<file path="src/rtl/bus_sequencer.sv">
// bus_sequencer: takes the 6502 off the bus and runs one RAM or I/O bus cycle on the pads.
// Optional feature macro BUS_SEQUENCER_BURST_EN: start a new cycle straight from HOLD.
module bus_sequencer #(
    parameter int DATA_WIDTH    = 8,
    parameter int ADDR_WIDTH    = 17,
    parameter int NUM_CS        = 3,
    parameter int TURN_CYCLES   = 1,
    parameter int SETUP_CYCLES  = 2,
    parameter int STROBE_CYCLES = 4,
    localparam int TW = $clog2(NUM_CS + 1)
) (
    input  logic                  clock_i,
    input  logic                  reset_ni,
    input  logic                  start_i,
    input  logic                  we_i,
    input  logic [TW-1:0]         target_i,
    input  logic [ADDR_WIDTH-1:0] addr_i,
    input  logic [DATA_WIDTH-1:0] wdata_i,
    output logic                  ready_o,
    output logic                  done_o,
    output logic [DATA_WIDTH-1:0] rdata_o,
    output logic                  cpu_be_o,
    output logic [ADDR_WIDTH-1:0] addr_o,
    output logic [ADDR_WIDTH-1:0] addr_oe,
    input  logic [DATA_WIDTH-1:0] data_i,
    output logic [DATA_WIDTH-1:0] data_o,
    output logic [DATA_WIDTH-1:0] data_oe,
    output logic                  ram_oe_n_o,
    output logic                  ram_we_n_o,
    output logic                  io_oe_n_o,
    output logic [NUM_CS-1:0]     cs_n_o
);

    localparam int MAX_TS = (TURN_CYCLES > SETUP_CYCLES) ? TURN_CYCLES : SETUP_CYCLES;
    localparam int MAXP   = (MAX_TS > STROBE_CYCLES) ? MAX_TS : STROBE_CYCLES;
    localparam int CW     = $clog2(MAXP + 1);

    typedef enum logic [2:0] {
        S_IDLE, S_RELEASE, S_SETUP, S_STROBE, S_HOLD, S_TURN
    } state_t;

    state_t                state_q, state_d;
    logic [CW-1:0]         cnt_q, cnt_d;
    logic                  we_q, we_d;
    logic [TW-1:0]         tgt_q, tgt_d;
    logic [ADDR_WIDTH-1:0] addr_q, addr_d;
    logic [DATA_WIDTH-1:0] wdata_q, wdata_d;
    logic [DATA_WIDTH-1:0] rdata_q, rdata_d;
    logic                  cpu_be_q, cpu_be_d, ready_q, ready_d, done_q, done_d;
    logic                  aoe_q, aoe_d, doe_q, doe_d;
    logic                  ram_oe_n_q, ram_oe_n_d, ram_we_n_q, ram_we_n_d, io_oe_n_q, io_oe_n_d;
    logic [NUM_CS-1:0]     cs_n_q, cs_n_d;
    logic                  last_s, strobe_s;

    function automatic logic tgt_legal(input logic [TW-1:0] t);
        return int'(t) <= NUM_CS;
    endfunction

    assign last_s = (cnt_q == '0);

    // Next state, phase counter, request latch and read-data capture.
    always_comb begin
        state_d = state_q;
        cnt_d   = last_s ? cnt_q : cnt_q - CW'(1);
        we_d    = we_q;
        tgt_d   = tgt_q;
        addr_d  = addr_q;
        wdata_d = wdata_q;
        rdata_d = rdata_q;
        case (state_q)
            S_IDLE: begin
                if (start_i) begin
                    state_d = S_RELEASE;
                    cnt_d   = CW'(TURN_CYCLES);
                    we_d    = we_i;
                    tgt_d   = target_i;
                    addr_d  = addr_i;
                    wdata_d = wdata_i;
                end else begin
                    state_d = S_IDLE;
                end
            end
            S_RELEASE: begin
                if (last_s) begin
                    state_d = S_SETUP;
                    cnt_d   = CW'(SETUP_CYCLES - 1);
                end else begin
                    state_d = S_RELEASE;
                end
            end
            S_SETUP: begin
                if (last_s) begin
                    state_d = S_STROBE;
                    cnt_d   = CW'(STROBE_CYCLES - 1);
                end else begin
                    state_d = S_SETUP;
                end
            end
            S_STROBE: begin
                if (last_s) begin
                    state_d = S_HOLD;
                    cnt_d   = '0;
                    // Reads to a non-existent select complete with zero data.
                    if (!we_q) begin
                        rdata_d = tgt_legal(tgt_q) ? data_i : '0;
                    end else begin
                        rdata_d = rdata_q;
                    end
                end else begin
                    state_d = S_STROBE;
                end
            end
            S_HOLD: begin
`ifdef BUS_SEQUENCER_BURST_EN
                if (start_i) begin
                    state_d = S_SETUP;
                    cnt_d   = CW'(SETUP_CYCLES - 1);
                    we_d    = we_i;
                    tgt_d   = target_i;
                    addr_d  = addr_i;
                    wdata_d = wdata_i;
                end else begin
                    state_d = S_TURN;
                    cnt_d   = CW'(TURN_CYCLES - 1);
                end
`else
                state_d = S_TURN;
                cnt_d   = CW'(TURN_CYCLES - 1);
`endif
            end
            S_TURN: begin
                if (last_s) begin
                    state_d = S_IDLE;
                end else begin
                    state_d = S_TURN;
                end
            end
            default: begin
                state_d = S_TURN;
                cnt_d   = CW'(TURN_CYCLES);
            end
        endcase
    end

    // Pin values for the upcoming state, so every output leaves a flop.
    always_comb begin
        cpu_be_d = (state_d == S_IDLE);
`ifdef BUS_SEQUENCER_BURST_EN
        ready_d  = (state_d == S_IDLE) || (state_d == S_HOLD);
`else
        ready_d  = (state_d == S_IDLE);
`endif
        done_d     = (state_d == S_HOLD);
        aoe_d      = (state_d == S_SETUP) || (state_d == S_STROBE) || (state_d == S_HOLD);
        doe_d      = aoe_d && we_d;
        strobe_s   = (state_d == S_STROBE) && tgt_legal(tgt_d);
        ram_oe_n_d = !(strobe_s && (tgt_d == '0) && !we_d);
        ram_we_n_d = !(strobe_s && (tgt_d == '0) && we_d);
        io_oe_n_d  = !(strobe_s && (tgt_d != '0) && !we_d);
        cs_n_d     = '1;
        for (int k = 0; k < NUM_CS; k++) begin
            cs_n_d[k] = !(strobe_s && (int'(tgt_d) == k + 1));
        end
    end

    // State and output registers; reset parks the sequencer in TURN with the CPU off the bus.
    always_ff @(posedge clock_i or negedge reset_ni) begin
        if (!reset_ni) begin
            state_q    <= S_TURN;
            cnt_q      <= CW'(TURN_CYCLES);
            we_q       <= 1'b0;
            tgt_q      <= '0;
            addr_q     <= '0;
            wdata_q    <= '0;
            rdata_q    <= '0;
            cpu_be_q   <= 1'b0;
            ready_q    <= 1'b0;
            done_q     <= 1'b0;
            aoe_q      <= 1'b0;
            doe_q      <= 1'b0;
            ram_oe_n_q <= 1'b1;
            ram_we_n_q <= 1'b1;
            io_oe_n_q  <= 1'b1;
            cs_n_q     <= '1;
        end else begin
            state_q    <= state_d;
            cnt_q      <= cnt_d;
            we_q       <= we_d;
            tgt_q      <= tgt_d;
            addr_q     <= addr_d;
            wdata_q    <= wdata_d;
            rdata_q    <= rdata_d;
            cpu_be_q   <= cpu_be_d;
            ready_q    <= ready_d;
            done_q     <= done_d;
            aoe_q      <= aoe_d;
            doe_q      <= doe_d;
            ram_oe_n_q <= ram_oe_n_d;
            ram_we_n_q <= ram_we_n_d;
            io_oe_n_q  <= io_oe_n_d;
            cs_n_q     <= cs_n_d;
        end
    end

    assign ready_o    = ready_q;
    assign done_o     = done_q;
    assign rdata_o    = rdata_q;
    assign cpu_be_o   = cpu_be_q;
    assign addr_o     = addr_q;
    assign addr_oe    = {ADDR_WIDTH{aoe_q}};
    assign data_o     = wdata_q;
    assign data_oe    = {DATA_WIDTH{doe_q}};
    assign ram_oe_n_o = ram_oe_n_q;
    assign ram_we_n_o = ram_we_n_q;
    assign io_oe_n_o  = io_oe_n_q;
    assign cs_n_o     = cs_n_q;

endmodule

</file>
<file path="config.mk">
export PLATFORM = sky130hd
export DESIGN_NAME = bus_sequencer
export DESIGN_NICKNAME = d
export VERILOG_FILES = /design/src/rtl/bus_sequencer.sv
export SDC_FILE = /design/constraint.sdc
export NUM_CORES = 1
export LEC_CHECK = 0
export CORE_UTILIZATION = 42
export CTS_CLUSTER_SIZE = 25
export DETAILED_ROUTE_END_ITERATION = 6
export HOLD_SLACK_MARGIN = 0.1
export PLACE_DENSITY = 0.8
export SETUP_SLACK_MARGIN = 0.4
export SLEW_MARGIN = 20
export SYNTH_ARGS = -nofsm -noshare
export SYNTH_HDL_FRONTEND = slang
export SYNTH_SLANG_ARGS = --single-unit
</file>
<file path="constraint.sdc">
create_clock -name clock_i -period 2.4 [get_ports clock_i]
set_clock_uncertainty 0.05 [all_clocks]
set_input_delay 0.48 -clock clock_i [delete_from_list [all_inputs] [get_ports clock_i]]
set_output_delay 0.48 -clock clock_i [all_outputs]
set_load 0.1 [all_outputs]
</file>
==> flow_metrics.env <==
export IMPL_status="completed"
export IMPL_highest_layer="met4"
export IMPL_routabilityCongestion=0.755
export IMPL_ys_seq_elements=52
export IMPL_r2r_start="state_q[0]"
export IMPL_max_stage_delay_ns=0.70
export IMPL_drive_above_1_share_pct=28.6
export IMPL_insertion_delay_ns=0.30
export IMPL_synth_cell_types=35
export IMPL_clock_sinks=52
export IMPL_synth_most_common_cell="nand2_1"
export IMPL_fmax_mhz=522
export IMPL_setup_violations=0
export IMPL_reg2reg_depth=3
export IMPL_yosysWarningCount=0
export IMPL_critPathLaunchType="register"
export IMPL_ant_nets=0
export IMPL_synthArstFlopShare_pct=100
export IMPL_cp_end_kind="register"
export IMPL_finish_utilization_pct=60.0
export IMPL_crit_path_end="rdata_o[5]"
export IMPL_final_nets=374
export IMPL_via_count=1924
export IMPL_finalWirelength_um=5140
export IMPL_antenna_found_initial=0
export IMPL_avgSynthCellArea_um2=9.79
export IMPL_clockBufferDepth=2
export IMPL_dpl_instance_area_um2=3220
export IMPL_crit_type="register to register"
export IMPL_critical_path_top_delay_family="simple AND/OR/NAND/NOR gates"
export IMPL_clk_transition_reported_paths_ns=0.09
export IMPL_arrival_ns=2.05
export IMPL_drtIter0Drc=82
export IMPL_fin_crit_sh_pct=79.9
export IMPL_grt_pass1_vias=1777
export IMPL_wl_met2_um=2530
export IMPL_rows=27
export IMPL_dr_pass1_iters=5
export IMPL_grt_max_degree=34
export IMPL_rrSetupSlack_ns=0.48
export IMPL_initial_core_util_pct=44.2
export IMPL_required_ns=2.53
export IMPL_htreeDepth=2
export IMPL_crit_cells=3
export IMPL_syn_inst=252
export IMPL_post_dp_hpwl_um=3880
export IMPL_pin_count=106
export IMPL_hold_class="register to register"
export IMPL_tightestPinTransition_ns=0.508
export IMPL_wl_met1_um=2260
export IMPL_core_area_um2=5570
export IMPL_yosys_area_top_type="dfrtp_1"
export IMPL_final_area_um2=3340
export IMPL_rsz0062_at_grt="false"
export IMPL_critPathMaxFanout=13
export IMPL_die_y_um=78.6
export IMPL_synth_area_um2=2470
export IMPL_synth_common_cells="nand2_1, dfrtp_1, buf_4, nor2_1, dfstp_2"
export IMPL_grt_pass1_wl_um=8380
export IMPL_path_cells="nand3b_1, or3_4, mux2_1"
export IMPL_cts_root_buf="clkbuf_8"
export IMPL_slew_limit_headroom_pct=65.9
export IMPL_ys_flop_type="dfrtp_1"
export IMPL_cts_buffers=5
export IMPL_overflow=0
export IMPL_vias_per_cell=4.76
export IMPL_crit_start="state_q[0]"
export IMPL_cts_setup_buffers=0
export IMPL_antenna_cells=0
export IMPL_wl_met3_um=299
export IMPL_num_fill_cells=481
export IMPL_synth_top_area_share_pct=43.6
export IMPL_synth_edf_count=0
export IMPL_critPathSlowestCell="dfstp_2"
export IMPL_grt_usage_pct=17.2
export IMPL_drt_wirelength_per_cell_um=12.7
export IMPL_finalMaxSlewViolations=0
export IMPL_syn_to_final_growth_pct=35.5
export IMPL_synthesis_nets=295
export IMPL_dieArea_um2=6180
export IMPL_yosysSeqAreaShare_pct=53.2
export IMPL_max_cap_viol_count=0
export IMPL_synth_area_leaders="dfrtp_1, nand2_1, dfstp_2"
export IMPL_post_route_min_period_ns=1.92
export IMPL_r2r_end="rdata_o[5]"
export IMPL_io_buffer_count=105
export IMPL_cp_num_buf_inv=0
export IMPL_setup_tns_ns=0
export IMPL_die_x_um=78.6
export IMPL_cts_tree="done"
export IMPL_drcViolationCount=0
export IMPL_hold_viol_final=0
export IMPL_holdWs_ns=0.431
==> metrics by stage <==
stage                     instances  setup slack, ns
after floorplan                 252            0.546
after global placement          395            0.232
after detailed placement        395            0.180
after CTS                       404            0.479
after global routing            404            0.412
final                           404            0.482
==> layer usage <==
layer,up-vias,track usage (%)
met1,914,22.5
met3,5,3.72
met2,60,28.9
met4,0,4.07
li1,945,-
met5,-,0
==> area by class of cell <==
| type | instances | area, µm² | area share, % |
|---|---|---|---|
| Inverter | 5 | 18.8 | 0.562 |
| Timing Repair Buffer | 111 | 938 | 28.1 |
| Multi-Input combinational cell | 156 | 871 | 26.1 |
| Tap cell | 72 | 90.1 | 2.70 |
| Sequential cell | 52 | 1310 | 39.3 |
| Clock inverter | 3 | 42.5 | 1.27 |
| Clock buffer | 5 | 68.8 | 2.06 |
==> sequential cells by signal (all words and copies together), names as in the netlist <==
signal      cells
cnt_q           3
aoe_q           1
ram_we_n_o      1
addr_o         17
doe_q           1
done_o          1
ready_o         1
cs_n_o          3
rdata_o         8
ram_oe_n_o      1
state_q         3
tgt_q           2
io_oe_n_o       1
data_o          8
we_q            1
==> kinds of logic after synthesis <==
family	after synthesis	synth area share (%)
buf+inv	44	11.7
xor+xnor	2	0.710
compound gates	19	5.48
fa+ha+maj	4	2.03
mux	9	4.11
flops	52	53.2
simple gates	122	22.8
==> cell usage in the layout, fill, tap and decap left out, types with 5 or more instances in the layout <==
| cell | count |
|---|---|
| a21oi_1 | 5 |
| buf_4 | 71 |
| clkbuf_8 | 5 |
| clkdlybuf4s50_1 | 37 |
| dfrtp_1 | 43 |
| dfstp_2 | 9 |
| mux2_1 | 8 |
| nand2_1 | 84 |
| nor2_1 | 10 |
| nor3b_1 | 7 |
| o211ai_1 | 6 |
==> worst min path at each step <==
stage               startpoint         end  slack, ns  cells after the start
CTS                  data_o[0]   data_o[0]       0.44                      2
detailed placement    reset_ni  addr_o[12]       0.40                      1
global route         addr_o[0]   addr_o[0]       0.46                      2
global placement      reset_ni  addr_o[14]       0.40                      1
floorplan             reset_ni   addr_o[0]       0.13                      0
finish               addr_o[0]   addr_o[0]       0.43                      2
==> worst min-delay path, delay by kind of cell, from the launching register on <==
family / cells / cell delay [ns]
DFF: 1 / 0.35
and+or+nand+nor: 2 / 0.10
==> timing repair <==
item,in CTS,in global routing
resized for setup,1,0
setup endpoints to repair,8,0
endpoints found under the hold margin,19,0
hold buffers,1,0
Power is left out: the tool's default activity adds up to more than one toggle a clock period on the data nets, which glitch-free logic cannot reach.
